==> src/rtl/lcd_ddram_capture.sv <==
// HD44780-style LCD bus receiver: latches transfers on the enable falling edge,
// decodes commands and character writes into an 80-byte DDRAM image with readback.
module lcd_ddram_capture #(
  parameter int BUSY_CYCLES  = 1,
  parameter int CLEAR_CYCLES = 1
) (
  input  logic        i_clock,
  input  logic        i_reset,
  input  logic        i_enable,
  input  logic        i_rs,
  input  logic        i_rw,
  input  logic [7:0]  i_lcd_data,
  input  logic        i_on,
  input  logic [6:0]  i_rd_addr,
  output logic [7:0]  o_rd_data,
  output logic [6:0]  o_cursor_address,
  output logic        o_busy,
  output logic        o_char_valid,
  output logic [6:0]  o_char_addr,
  output logic [7:0]  o_char_code,
  output logic        o_overrun,
  output logic        o_bad_addr,
  output logic [15:0] o_write_count
);

  localparam int MAXC = (BUSY_CYCLES > CLEAR_CYCLES) ? BUSY_CYCLES : CLEAR_CYCLES;
  localparam int CW   = $clog2(MAXC + 1);
  localparam logic [CW-1:0] BUSY_LD = CW'(BUSY_CYCLES);
  localparam logic [CW-1:0] CLR_LD  = CW'(CLEAR_CYCLES);

  typedef enum logic {S_IDLE, S_BUSY} state_t;

  function automatic logic addr_ok(input logic [6:0] a);
    return (a <= 7'h27) || ((a >= 7'h40) && (a <= 7'h67));
  endfunction

  // Second line (0x40..0x67) packs directly after the first 40 bytes.
  function automatic logic [6:0] addr_idx(input logic [6:0] a);
    return a[6] ? (a - 7'd24) : a;
  endfunction

  function automatic logic [6:0] addr_next(input logic [6:0] a);
    if (a == 7'h27) return 7'h40;
    if (a == 7'h67) return 7'h00;
    return a + 7'd1;
  endfunction

  state_t          r_state;
  logic [CW-1:0]   r_cnt;
  logic            r_en_q;
  logic [7:0]      r_ddram [80];
  logic [7:0]      r_rd_data;
  logic [6:0]      r_cursor;
  logic            r_char_valid;
  logic [6:0]      r_char_addr;
  logic [7:0]      r_char_code;
  logic            r_overrun;
  logic            r_bad_addr;
  logic [15:0]     r_write_count;
  logic            w_strobe;

  assign w_strobe = r_en_q & ~i_enable & i_on;

  always_ff @(posedge i_clock or posedge i_reset) begin
    if (i_reset) begin
      r_state       <= S_IDLE;
      r_cnt         <= '0;
      r_en_q        <= 1'b0;
      for (int i = 0; i < 80; i++) r_ddram[i] <= 8'h20;
      r_rd_data     <= 8'h00;
      r_cursor      <= 7'h00;
      r_char_valid  <= 1'b0;
      r_char_addr   <= 7'h00;
      r_char_code   <= 8'h00;
      r_overrun     <= 1'b0;
      r_bad_addr    <= 1'b0;
      r_write_count <= 16'h0000;
    end else begin
      r_en_q       <= i_enable;
      r_char_valid <= 1'b0;
      r_overrun    <= 1'b0;
      r_bad_addr   <= 1'b0;
      r_rd_data    <= addr_ok(i_rd_addr) ? r_ddram[addr_idx(i_rd_addr)] : 8'h00;

      case (r_state)
        S_IDLE: ;
        S_BUSY: begin
          r_cnt <= r_cnt - 1'b1;
          if (r_cnt == CW'(1)) r_state <= S_IDLE;
        end
        default: r_state <= S_IDLE;
      endcase

      // Acceptance uses the pre-edge state, so a strobe on the final busy edge is rejected.
      if (w_strobe) begin
        if ((r_state == S_BUSY) || i_rw) begin
          r_overrun <= 1'b1;
        end else begin
          r_state <= S_BUSY;
          r_cnt   <= BUSY_LD;
          if (!i_rs) begin
            if (i_lcd_data == 8'h01) begin
              for (int i = 0; i < 80; i++) r_ddram[i] <= 8'h20;
              r_cursor      <= 7'h00;
              r_write_count <= 16'h0000;
              r_cnt         <= CLR_LD;
            end else if (i_lcd_data[7:1] == 7'h01) begin
              r_cursor <= 7'h00;
            end else if (i_lcd_data[7]) begin
              if (addr_ok(i_lcd_data[6:0])) r_cursor   <= i_lcd_data[6:0];
              else                          r_bad_addr <= 1'b1;
            end
          end else begin
            r_ddram[addr_idx(r_cursor)] <= i_lcd_data;
            r_char_valid  <= 1'b1;
            r_char_addr   <= r_cursor;
            r_char_code   <= i_lcd_data;
            r_cursor      <= addr_next(r_cursor);
            if (r_write_count != 16'hFFFF) r_write_count <= r_write_count + 16'd1;
          end
        end
      end
    end
  end

  assign o_rd_data        = r_rd_data;
  assign o_cursor_address = r_cursor;
  assign o_busy           = (r_state == S_BUSY);
  assign o_char_valid     = r_char_valid;
  assign o_char_addr      = r_char_addr;
  assign o_char_code      = r_char_code;
  assign o_overrun        = r_overrun;
  assign o_bad_addr       = r_bad_addr;
  assign o_write_count    = r_write_count;

endmodule

==> config.mk <==
export PLATFORM = sky130hd
export DESIGN_NAME = lcd_ddram_capture
export DESIGN_NICKNAME = d
export VERILOG_FILES = /design/src/rtl/lcd_ddram_capture.sv
export SDC_FILE = /design/constraint.sdc
export NUM_CORES = 1
export LEC_CHECK = 0
export ABC_AREA = 1
export CORE_UTILIZATION = 50
export DETAILED_ROUTE_END_ITERATION = 7
export PLACE_DENSITY_LB_ADDON = 0.1
export SYNTH_ARGS = -nofsm -noshare
export SYNTH_HDL_FRONTEND = slang
export SYNTH_SLANG_ARGS = --single-unit
==> constraint.sdc <==
create_clock -name i_clock -period 39.3 [get_ports i_clock]
set_clock_uncertainty 0.1 [all_clocks]
set_input_delay 7.86 -clock i_clock [delete_from_list [all_inputs] [get_ports i_clock]]
set_output_delay 7.86 -clock i_clock [all_outputs]
set_load 0.01 [all_outputs]
==> flow_summary.yaml <==
critical_path:
  endpoint_kind: "async pin"
  cp.required_ns: 39.88
  rrSetupSlack_ns: 35.62
  r2r_end: "o_write_count[13]"
  arrival_ns: 12.20
  criticalPathCategory: "in2async"
  worstRegToRegCells: 7
  reg2reg_from: "o_busy"
  start_kind: "primary input"
  cp_max_fo: 98
sta:
  setup_tns_ns: 0
  period_needed_ns: 11.62
  setup_viol: 0
  fin_crit_sh_pct: 29.56
  fmax_mhz: 86.09
  rsz0062_at_grt: "false"
  relSlewSlack_pct: 16.23
  worst_pin_slew_ns: 1.257
  final_hold_viol_count: 0
  drv_slew: 0
  finalWorstSetupSlack_ns: 27.68
yosys:
  synth-seq-area-share_pct: 53.08
  synth_edf_count: 0
  synth_ff_type: "dfrtp_1"
  synth-async-reset-ratio_pct: 100.0
  avgSynthCellArea_sq_um: 8.294
  synth_most_common_cell: "nand2_1"
  synth.distinct_cells: 39
  synth_top_area_share_pct: 46.68
  syn-cell-area_sq_mm: 0.03281
  synth_top_area_cell: "dfrtp_1"
  yosysWarnings: 0
  ys_ff_latch: 692
  syn-instance-count: 3956
  yosys-top-cells-area: "dfrtp_1 (47%), nand2_1 (11%), dfstp_2 (6.4%), o21ai_0 (5.6%), nand3_1 (5.4%)"
  synth.top_cells.by_count: "nand2_1 (976), dfrtp_1 (612), o21ai_0 (369), nand3_1 (355), inv_1 (352)"
  syn_nets: 3984
placement:
  place_area_sq_mm: 0.03417
  pre_cts_slack_ns: 26.79
  gp_congestion: 0.8852
  dp_hpwl_um: 61650
  numPortBuffers: 70
power_and_ir_drop:
  power_density_mw_per_mm2: 54.35
  p_int_uw: 1383
  p_seq_share_pct: 44.6
  pwr-share-comb_pct: 19.5
  peakVddDrop_mv: 0.03668
  clkPwrFrac_pct: 35.9
  swShare_pct: 30.52
  power_switching_uw: 607.8
  leakagePower_uw: 0.01641
die:
  coreArea_sq_mm: 0.06470
  initial_core_util_pct: 50.71
  die_h_um: 258.2
  rows: 93
  floorplan.die.width_um: 258.2
  dieArea_sq_mm: 0.06665
  ios: 71
cells_and_area:
  layout-drive-gt1-share_pct: 10.12
  final_area_sq_mm: 0.03664
  num_antenna_cells: 0
  nNetsFinal: 3950
  area_delta_synth_final_pct: 11.67
  nFillCells: 6008
routing:
  wire_per_inst_um: 21.58
  viasPerCell: 5.802
  num_vias: 28080
  drt_iter0_markers: 3026
  drc_errors: 0
  firstDrtPassIters: 7
  drtAntennaViolNets: 0
  wirelength_um: 104400
clock_network:
  cts_hold_buf: 0
  cts_root_buffer: "clkbuf_16"
  cts_sinks: 692
  cts_buffer_depth: 3
  cts_max_level: 3
  clock_latency_ns: 0.63
  clkTransAtPathRegs_ns: 0.06
  cts_made_buffers: 76
  cts_setup_buffers: 0
  cts_resized: 0
  cts_tree: "yes"
hold_path:
  hold_end: "o_char_code[6]"
  whs_path_depth: 2
  hp-class: "reg2reg"
  hold_start: "o_char_code[6]"
grt:
  grt_max_degree: 102
  grt_pass1_wl_um: 161700
  first_global_vias: 26730
  grt_use_total_pct: 31.36
  antenna_found_initial: 3
  overflow: 0
outcome:
  status: "finished clean"
flow_run:
  cap_violations: 0
## critical path, stage by stage
cell and delay (ns):
clkdlybuf4s50_1 0.49, inv_8 0.52, buf_4 0.78, buf_4 0.83, buf_4 0.87, buf_4 0.71
## worst max path at each step
stage,cells after the start,endpoint,from
2_1_floorplan,1,o_bad_addr,i_reset
3_3_place_gp,6,r_ddram[409],i_reset
3_5_place_dp,6,r_ddram[409],i_reset
4_1_cts,6,r_ddram[409],i_reset
5_1_grt,6,r_ddram[409],i_reset
6_report,6,r_ddram[409],i_reset
## metal layers
| layer | global-route usage, % | part of all wire, % | up-vias |
|---|---|---|---|
| met3 | 5.811 | 7.6 | 215 |
| met2 | 47.29 | 44 | 1007 |
| met5 | 0 | 0.034 | - |
| met1 | 45.23 | 44 | 13680 |
| met4 | 11.28 | 3.5 | 6 |
| li1 | - | - | 13170 |
## registers in the layout, summed over array words and instances, names as in the netlist, 7 cells and up
| name | flops |
|---|---|
| r_ddram | 640 |
| o_write_count | 16 |
| o_char_code | 8 |
| o_rd_data | 8 |
| o_char_addr | 7 |
| o_cursor_address | 7 |
## power by group through the flow
stage	registers [uW]	clock network [uW]	logic, uW
after global routing	899	748	431
after floorplan	892	0	255
after detailed placement	900	0	384
after global placement	896	0	379
after CTS	888	722	386
final	888	714	389
## cell families after synthesis
logic type / count (synthesis) / synth area share [%]
flops: 692 / 53.08
fa+ha+maj: 7 / 0.2669
simple gates: 1664 / 21.42
buf+inv: 591 / 6.857
xor+xnor: 13 / 0.3470
compound gates: 989 / 18.03
## area by class of cell
cell class	instances	area, sq um	share of cell area (%)
Clock inverter	15	153.9	0.4201
Sequential cell	692	17420	47.54
Timing Repair Buffer	115	1041	2.841
Multi-Input combinational cell	2673	13250	36.16
Inverter	364	1389	3.791
Clock buffer	125	2318	6.328
Tap cell	855	1070	2.920
## through the flow
step                      hold slack (ns)  cells  utilization, %  power [uW]
after global routing               0.3903   4839           56.63        2078
after global placement             0.3539   4699           52.81        1276
final                              0.3705   4839           56.63        1991
after detailed placement           0.3574   4699           52.81        1284
after floorplan                    0.3444   3956               -        1147
after CTS                          0.3726   4839           56.63        1996
## cell usage in the layout, fill, tap and decap left out, types with 7 or more instances in the layout
cell type,n
nand2_1,969
dfrtp_1,612
o21ai_0,369
nand3_1,354
inv_1,351
o22ai_1,266
nor2_1,222
a21oi_1,202
dfstp_2,80
clkbuf_16,78
clkdlybuf4s50_1,66
buf_4,45
o211ai_1,40
or2_2,39
a21oi_2,34
clkbuf_1,28
a21oi_4,25
nand2_2,23
o2111ai_1,23
clkbuf_8,19
nor3_1,16
o21ai_1,13
o31ai_1,11
inv_2,8
xor2_1,8
nor2_2,7
nand2_4,7
inv_6,7
ha_1,7
clkinv_2,7
(Power assumes the default switching activity.)
